## src/rtl/display_shift_driver_if.sv

```systemverilog
// -----------------------------------------------------------------------------
// display_shift_driver_if
//  Bundles the load handshake and the serial display pins of
//  display_shift_driver into one interface.
//
//  Signals:
//   bcd_in      4*NUM_DIGITS  digit nibbles, [3:0] = least significant digit
//   dp_in       NUM_DIGITS    decimal point per digit, bit i -> digit i
//   load        1             request to send a frame
//   ready       1             driver idle and able to accept a frame
//   data_out    1             serial segment data
//   clk_logica  1             generated shift clock (rising edge samples data)
//   data_ready  1             latch strobe after the last bit of a frame
//
//  Modports:
//   master  result logic side: drives bcd_in/dp_in/load, observes the rest
//   slave   driver side: observes bcd_in/dp_in/load, drives the rest
// -----------------------------------------------------------------------------
interface display_shift_driver_if #(
    parameter int NUM_DIGITS = 4
);
    logic [4*NUM_DIGITS-1:0] bcd_in;
    logic [NUM_DIGITS-1:0]   dp_in;
    logic                    load;
    logic                    ready;
    logic                    data_out;
    logic                    clk_logica;
    logic                    data_ready;

    modport master (
        output bcd_in,
        output dp_in,
        output load,
        input  ready,
        input  data_out,
        input  clk_logica,
        input  data_ready
    );

    modport slave (
        input  bcd_in,
        input  dp_in,
        input  load,
        output ready,
        output data_out,
        output clk_logica,
        output data_ready
    );
endinterface

```

## src/rtl/display_shift_driver.sv

```systemverilog
// -----------------------------------------------------------------------------
// display_shift_driver
//  Serial driver for a chain of shift-register 7-segment displays. On an
//  accepted load the digit nibbles and decimal points are converted into one
//  8-bit segment word per digit ({dp,g,f,e,d,c,b,a}) and the whole frame is
//  shifted out, most significant digit first and dp bit first within each
//  word, with a generated shift clock. A latch strobe follows the last bit.
//
//  Parameters:
//   NUM_DIGITS  digits in the chain (>=1), frame is 8*NUM_DIGITS bits
//   CLK_DIV     clk cycles per shift-clock half-period (>=1)
//   ACTIVE_LOW  1 inverts all 8 segment bits for common-anode parts
//
//  Ports:
//   clk   system clock, rising edge
//   rst   synchronous active-high reset
//   bus   display_shift_driver_if.slave (bcd_in, dp_in, load, ready,
//         data_out, clk_logica, data_ready)
//
//  Optional build macro:
//   LEADING_ZERO_BLANK_EN  blank zero digits above the highest nonzero digit
//                          (digit 0 never blanked, dp still shown). Frame
//                          length and timing do not change.
// -----------------------------------------------------------------------------
module display_shift_driver #(
    parameter int NUM_DIGITS = 4,
    parameter int CLK_DIV    = 2,
    parameter bit ACTIVE_LOW = 1'b0
) (
    input logic                   clk,
    input logic                   rst,
    display_shift_driver_if.slave bus
);

    localparam int FRAME_BITS = 8 * NUM_DIGITS;
    localparam int DIV_W      = (CLK_DIV > 1) ? $clog2(CLK_DIV) : 1;
    localparam int BIT_W      = (FRAME_BITS > 1) ? $clog2(FRAME_BITS) : 1;

    localparam logic [DIV_W-1:0] DIV_LAST = DIV_W'(CLK_DIV - 1);
    localparam logic [BIT_W-1:0] BIT_LAST = BIT_W'(FRAME_BITS - 1);

    typedef enum logic [1:0] {
        IDLE  = 2'd0,
        SHIFT = 2'd1,
        LATCH = 2'd2
    } state_t;

    state_t                  state;
    state_t                  state_next;
    logic [DIV_W-1:0]        div_cnt;
    logic [BIT_W-1:0]        bit_cnt;
    logic                    phase;
    logic [FRAME_BITS-1:0]   frame;
    logic [FRAME_BITS-1:0]   frame_new;
    logic                    accept;
    logic                    div_end;
    logic                    ready_c;
    logic                    data_out_c;
    logic                    clk_logica_c;
    logic                    data_ready_c;

    // Hex glyph table, active-high, bit order {g,f,e,d,c,b,a}.
    function automatic logic [6:0] glyph(input logic [3:0] v);
        case (v)
            4'h0: glyph = 7'h3F;
            4'h1: glyph = 7'h06;
            4'h2: glyph = 7'h5B;
            4'h3: glyph = 7'h4F;
            4'h4: glyph = 7'h66;
            4'h5: glyph = 7'h6D;
            4'h6: glyph = 7'h7D;
            4'h7: glyph = 7'h07;
            4'h8: glyph = 7'h7F;
            4'h9: glyph = 7'h6F;
            4'hA: glyph = 7'h77;
            4'hB: glyph = 7'h7C;
            4'hC: glyph = 7'h39;
            4'hD: glyph = 7'h5E;
            4'hE: glyph = 7'h79;
            4'hF: glyph = 7'h71;
        endcase
    endfunction

    // Digit i lands in frame[8*i +: 8], so the top of the frame holds the most
    // significant digit and shifting out from the MSB gives MSD-first, dp-first.
    // Blanking walks from the top digit down and stops at the first nonzero one.
    function automatic logic [FRAME_BITS-1:0] build_frame(
        input logic [4*NUM_DIGITS-1:0] bcd,
        input logic [NUM_DIGITS-1:0]   dp
    );
        logic [FRAME_BITS-1:0] f;
        logic [7:0]            word;
        logic [3:0]            nib;
`ifdef LEADING_ZERO_BLANK_EN
        logic                  leading;
        leading = 1'b1;
`endif
        f = '0;
        for (int i = NUM_DIGITS - 1; i >= 0; i--) begin
            nib  = bcd[4*i +: 4];
            word = {dp[i], glyph(nib)};
`ifdef LEADING_ZERO_BLANK_EN
            if (nib != 4'h0) begin
                leading = 1'b0;
            end
            if (leading && (i != 0)) begin
                word[6:0] = 7'h00;
            end
`endif
            if (ACTIVE_LOW) begin
                word = ~word;
            end
            f[8*i +: 8] = word;
        end
        return f;
    endfunction

    assign frame_new = build_frame(bus.bcd_in, bus.dp_in);
    assign accept    = (state == IDLE) && bus.load;
    assign div_end   = (div_cnt == DIV_LAST);

    // State register; reset drops straight back to IDLE from any state, so a
    // partial frame never reaches LATCH.
    always_ff @(posedge clk) begin
        if (rst) begin
            state <= IDLE;
        end else begin
            state <= state_next;
        end
    end

    // Next state and Moore outputs. data_out only follows the frame in SHIFT,
    // and the shift clock is the phase bit: low half first, then high half.
    always_comb begin
        state_next   = state;
        ready_c      = 1'b0;
        data_out_c   = 1'b0;
        clk_logica_c = 1'b0;
        data_ready_c = 1'b0;
        case (state)
            IDLE: begin
                ready_c = 1'b1;
                if (bus.load) begin
                    state_next = SHIFT;
                end
            end
            SHIFT: begin
                data_out_c   = frame[FRAME_BITS-1];
                clk_logica_c = phase;
                if (div_end && phase && (bit_cnt == BIT_LAST)) begin
                    state_next = LATCH;
                end
            end
            LATCH: begin
                data_ready_c = 1'b1;
                if (div_end) begin
                    state_next = IDLE;
                end
            end
            default: begin
                state_next = IDLE;
            end
        endcase
    end

    // Datapath: the frame is captured at accept so later input changes are
    // ignored. div_cnt times each half-period; the frame shifts and bit_cnt
    // advances only at the end of a high half, so data is held while the
    // external register samples on the rising shift-clock edge.
    always_ff @(posedge clk) begin
        if (rst) begin
            div_cnt <= '0;
            bit_cnt <= '0;
            phase   <= 1'b0;
            frame   <= '0;
        end else begin
            case (state)
                IDLE: begin
                    if (accept) begin
                        frame   <= frame_new;
                        div_cnt <= '0;
                        bit_cnt <= '0;
                        phase   <= 1'b0;
                    end
                end
                SHIFT: begin
                    if (div_end) begin
                        div_cnt <= '0;
                        phase   <= ~phase;
                        if (phase) begin
                            frame   <= frame << 1;
                            bit_cnt <= bit_cnt + BIT_W'(1);
                        end
                    end else begin
                        div_cnt <= div_cnt + DIV_W'(1);
                    end
                end
                LATCH: begin
                    if (div_end) begin
                        div_cnt <= '0;
                    end else begin
                        div_cnt <= div_cnt + DIV_W'(1);
                    end
                end
                default: begin
                    div_cnt <= '0;
                end
            endcase
        end
    end

    assign bus.ready      = ready_c;
    assign bus.data_out   = data_out_c;
    assign bus.clk_logica = clk_logica_c;
    assign bus.data_ready = data_ready_c;

endmodule

```

## src/flat_wrapper.sv

```systemverilog
// flat-port wrapper written by rule: the top's interface ports become plain ports
module display_shift_driver_flat 
#(
    parameter int NUM_DIGITS = 4,
    parameter int CLK_DIV    = 2,
    parameter bit ACTIVE_LOW = 1'b0
)
  (clk, rst, bus_bcd_in, bus_dp_in, bus_load, bus_ready, bus_data_out, bus_clk_logica, bus_data_ready);
  display_shift_driver_if #(.NUM_DIGITS(NUM_DIGITS)) bus_i ();
  input logic clk;
  input logic rst;
  input wire logic [$bits(bus_i.bcd_in)-1:0] bus_bcd_in;
  input wire logic [$bits(bus_i.dp_in)-1:0] bus_dp_in;
  input wire logic [$bits(bus_i.load)-1:0] bus_load;
  output wire logic [$bits(bus_i.ready)-1:0] bus_ready;
  output wire logic [$bits(bus_i.data_out)-1:0] bus_data_out;
  output wire logic [$bits(bus_i.clk_logica)-1:0] bus_clk_logica;
  output wire logic [$bits(bus_i.data_ready)-1:0] bus_data_ready;
  assign bus_i.bcd_in = bus_bcd_in;
  assign bus_i.dp_in = bus_dp_in;
  assign bus_i.load = bus_load;
  assign bus_ready = bus_i.ready;
  assign bus_data_out = bus_i.data_out;
  assign bus_clk_logica = bus_i.clk_logica;
  assign bus_data_ready = bus_i.data_ready;
  display_shift_driver #(.NUM_DIGITS(NUM_DIGITS), .CLK_DIV(CLK_DIV), .ACTIVE_LOW(ACTIVE_LOW)) u_core (.clk(clk), .rst(rst), .bus(bus_i));
endmodule
```

## config.mk

```make
export PLATFORM = sky130hd
export DESIGN_NAME = display_shift_driver_flat
export DESIGN_NICKNAME = d
export VERILOG_FILES = /design/src/rtl/display_shift_driver_if.sv /design/src/rtl/display_shift_driver.sv /design/src/flat_wrapper.sv
export SDC_FILE = /design/constraint.sdc
export NUM_CORES = 1
export LEC_CHECK = 0
export BUFFER_PORTS_ARGS = -buffer_cell sky130_fd_sc_hd__buf_2
export CAP_MARGIN = 10
export CORE_MARGIN = 10
export CORE_UTILIZATION = 39
export DETAILED_ROUTE_END_ITERATION = 16
export GPL_ROUTABILITY_DRIVEN = 0
export MAX_ROUTING_LAYER = met4
export PLACE_DENSITY = 0.6
export SYNTH_ARGS = -nofsm -noshare
export SYNTH_HDL_FRONTEND = slang
export SYNTH_SLANG_ARGS = --single-unit
```

## constraint.sdc

```tcl
create_clock -name clk -period 2.1 [get_ports clk]
set_input_delay 0.21 -clock clk [delete_from_list [all_inputs] [get_ports clk]]
set_output_delay 0.21 -clock clk [all_outputs]
set_load 0.1 [all_outputs]
```

Word level (Yosys, flattened, before mapping)
Memory sizes are Yosys's and may differ from the RTL's.
Cells that the tools add are included.
Word-level totals
  register bits: 41
  memories kept: 4
  bits of input ports: 23
  memory bits (read-only): 448
  output and inout port bits: 4
  logic and storage cells: 51
Cells by class
  equal/unequal tests: 9
  add/subtract/negate cells: 2
  muxes and demuxes: 21
  bitwise operators: 1
  reduce and logical (&&, ||, !) cells: 9
Memory list
  (name not given): depth 16, bits a word 7, read ports 1, clocked after memory_dff 0, write ports 0, line display_shift_driver.sv:64  | case (v)
  (name not given): depth 16, bits a word 7, read ports 1, clocked after memory_dff 0, write ports 0, line display_shift_driver.sv:64
  (name not given): depth 16, bits a word 7, read ports 1, clocked after memory_dff 0, write ports 0, line display_shift_driver.sv:64
  (name not given): depth 16, bits a word 7, read ports 1, clocked after memory_dff 0, write ports 0, line display_shift_driver.sv:64
Operators with widths (number)
  $mux W32: 3
  $pmux W32 S2: 1
  $mux W5: 3
  $ne A2 B1 Y1 const B: 5
  $pmux W5 S2: 1
  $mux W1: 7
  $mux W2: 3
  $pmux W2 S3: 1
  $reduce_and A3 Y1: 2
  $add A5 B1 Y5 const B: 1
  $eq A5 B5 Y1 const B: 1
  $pmux W1 S2: 2
  $reduce_and A4 Y1: 1
  $logic_and A1 B1 Y1: 3
  $eq A2 B1 Y1 const B: 1
  $eq A2 B2 Y1 const B: 1
  $logic_not A2 Y1: 1
  $ne A2 B2 Y1 const B: 1
  $reduce_bool A2 Y1: 1
  $reduce_or A2 Y1: 1
  $add A1 B1 Y1 const B: 1
  $not A1 Y1: 1

Logic depth before layout (Yosys ltp)
  word-level depth: 4
  mapped depth: 8

Least setup slack after synthesis
OpenSTA, ideal clock, no wires.
  path type: register to register
  start: register u_core.state[0]
  end: register u_core.frame[24]
  data required time: 2.029 ns
  slack: -0.498 ns
  data arrival time: 2.527 ns
  cell stages (with the launch flop): 8
  path through: dfxtp_1 > inv_1 > ha_1 > mux2i_1 > or2_1 > clkbuf_1 > or4_1 > a21oi_1
On the way
  word-level cells in the longest chain between the ends: 4
RTL lines
  start, declared: line display_shift_driver.sv:48  | state_t state;
  start signal, assigned: line display_shift_driver.sv:128  | state <= state_next;
  $logic_not A2 Y1: line display_shift_driver.sv:119, display_shift_driver.sv:177
  $logic_and A1 B1 Y1: line display_shift_driver.sv:119  | assign accept = (state == IDLE) && bus.load;
  $ne A2 B1 Y1 (no line)
  $reduce_and A4 Y1 (no line)
  end signal, assigned: line display_shift_driver.sv:180  | frame <= frame_new;
  end signal, assigned: line display_shift_driver.sv:191  | frame <= frame << 1;
  end, declared: line display_shift_driver.sv:53  | logic [FRAME_BITS-1:0] frame;
Several ways; a longest one is shown, not always the timed one.
A chain may end at the register's enable or synchronous reset.

Worst setup path after layout
  start: register u_core.state[1]
  end: output bus_data_out
On the way
  word-level cells in the longest chain between the ends: 2
RTL lines
  $eq A2 B1 Y1: line display_shift_driver.sv:140  | case (state)
  $mux W1: line display_shift_driver.sv:140
  end, declared: line flat_wrapper.sv:16  | output wire logic [$bits(bus_i.data_out)-1:0] bus_data_out;
Every way passes these cells.

==> reports/qor.txt <==
Area share of the largest cell type after synthesis - 0.2900
Post_cts resized - 0
Multi-input gate area - 1893 sq um
Synth async-reset ratio - 0
Register area share after synthesis - 0.2900
FF+latch area - 820.8 sq um
Die height - 105.2 um
# diodes - 0
Post-DP HPWL - 4.555 mm
Fmax - 0.5409 GHz
Vias in the first global route - 2,303
Rows - 30
Post-synth top flop - dfxtp_1
Initial Util - 0.4098
Synthesis-to-finish area growth - 15.21%
Final Setup Violations - 0
VDD IR max - 0.0006836 V
Hold/Removal Path Class - in -> reg
Distinct cells, synth - 42
Syn avg cell area - 8.324 sq um
Commonest cells in the netlist - nor2_1 (44), dfxtp_1 (41), ha_1 (31)
Clk root buf - clkbuf_8
Gr ovfl total - 0
Number of fillers in the final layout - 683
Most common cell in the netlist - nor2_1
Crit Path Class - reg -> out
Vias - 2,416
Layout Utilization - 0.4721
Crit end category - primary output
Final antenna-violating net count - 0
Actual slew at the worst max-slew pin - 0.7613 ns
Setup repair after global routing missed its margin - false
Core Region - 6907 sq um
Clock-pin slew on the worst setup and hold paths - 0.08 ns
Final Max Slew Viols - 0
Worst slew margin - 0.4924
CTS buffer count - 5
Clock sink count - 41
Die area - 11,060 sq um
Worst EP required - 1.89 ns
Warnings, synthesis - 0
Syn Inst Count - 340
Worst skew pair latency - 0.30 ns
1st-iter DRT viols - 117
Layout Skew - 0.007188 ns
Number of port buffers - 26
Die width - 105.2 um
Syn_nets - 394
Pwr Density - 1185 nW/um^2
CP Launch Type - flop
Clock buffer depth - 2
Run status - finished clean
Initial antenna violation count - 0
Routed vias/inst - 5.333
Final hold vios - 0
Cell area after placement - 3117 sq um
# hold bufs at CTS - 0
Number of synthesized flops with an enable pin - 0
Leakage power - 1.337 nW
Setup tns final - 0 ns
H-Tree Depth - 2
Finished Layout Cells - 453
Crit share post-route - 0.8804
Mapped Area - 2830 sq um
Dominant cell type by area after synthesis - dfxtp_1
Largest net degree at the start of global routing - 42
DRC - 0
Share of post-route cells with drive strength above 1 - 0.1849
Maxcap violations - 0
Post-CTS Setup Bufs - 0
Fin nets - 410
First-pass GRT wire length - 10.82 mm
Avg WL per Cell - 13.98 um
Tot GR Track Use - 0.1164
Synth area leaders - dfxtp_1 (29%), ha_1 (14%), a211oi_1 (6.6%), nor2_1 (5.8%), mux2_2 (5.2%)
Number of top-level pins - 27
Finished Cell Area - 3261 sq um
Routed WL - 6.334 mm
Tmin final - 1.849 ns
CTS tree - yes
Placed cell count - 445
Flops & latches, synth - 41
Crit-path max FO - 15
Crit path arrival time - 1.64 ns
TritonRoute pass-1 iters - 4
cells in the final DEF, fill, tap and decap left out, types with 12 or more instances in the layout:
master / instances
nor2_1: 43
dfxtp_1: 41
ha_1: 29
a221oi_1: 13
nor3_1: 27
buf_2: 24
inv_1: 12
mux2_2: 13
a211oi_1: 25
nor2b_1: 16
nand2_1: 15
logic make-up after synthesis:
| group | after synthesis | synth area share |
|---|---|---|
| simple gates | 126 | 0.2210 |
| compound gates | 77 | 0.2038 |
| flops | 41 | 0.2900 |
| buf+inv | 39 | 0.05172 |
| fa+ha+maj | 31 | 0.1370 |
| mux | 23 | 0.08709 |
| xor+xnor | 3 | 0.009286 |
area by class of cell:
type	instances	area share
sequential	41	0.2517
tap	96	0.03684
clock buffer	5	0.02111
timing repair buffer	36	0.07598
inverter	12	0.01381
multi-input combinational	260	0.5806
clock inverter	3	0.01995
path summary, 6_finish.rpt:
check                                                    from                            end  slack [ns]  depth (start not counted)
worst max-delay path             u_core.state[1]$_SDFFE_PP0P_                   bus_data_out        0.25                          5
worst min-delay path                             bus_dp_in[1]  u_core.frame[15]$_SDFFE_PP0P_        0.24                          3
worst max register to register   u_core.state[1]$_SDFFE_PP0P_  u_core.frame[24]$_SDFFE_PP0P_        0.27                          6
worst min register to register  u_core.frame[27]$_SDFFE_PP0P_  u_core.frame[27]$_SDFFE_PP0P_        0.46                          2
registers in the layout, summed over array words and instances (netlist names):
signal,flops
u_core.frame,32
u_core.bit_cnt,5
u_core.state,2
u_core.div_cnt,1
u_core.phase,1
report_power, final:
part	switching, mW	internal (mW)
combinational	1.15	0.750
sequential	0.149	1.05
clock	0.286	0.472
metal layers:
| layer | track usage | vias to the layer above | wire length (um) |
|---|---|---|---|
| met4 | 0.04118 | 0 | 93 |
| met2 | 0.1746 | 39 | 2842 |
| li1 | - | 1258 | - |
| met5 | - | - | 0 |
| met3 | 0.02211 | 9 | 169 |
| met1 | 0.1515 | 1110 | 3229 |
critical path: stages (launching register included):
cell and delay, ns:
dfxtp_1 0.33, inv_1 0.14, ha_4 0.26, buf_4 0.24, and2_2 0.19, buf_12 0.17
metrics by stage:
step	worst slack, ns	power (mW)	hold slack, ns
final	0.2512	3.864	0.2408
after floorplan	0.08629	2.604	0.4362
after detailed placement	0.1933	3.090	0.4501
after CTS	0.1315	3.866	0.2406
after global placement	0.2105	3.079	0.4468
after global routing	0.08587	4.155	0.2676
(Power assumes the default switching activity.)
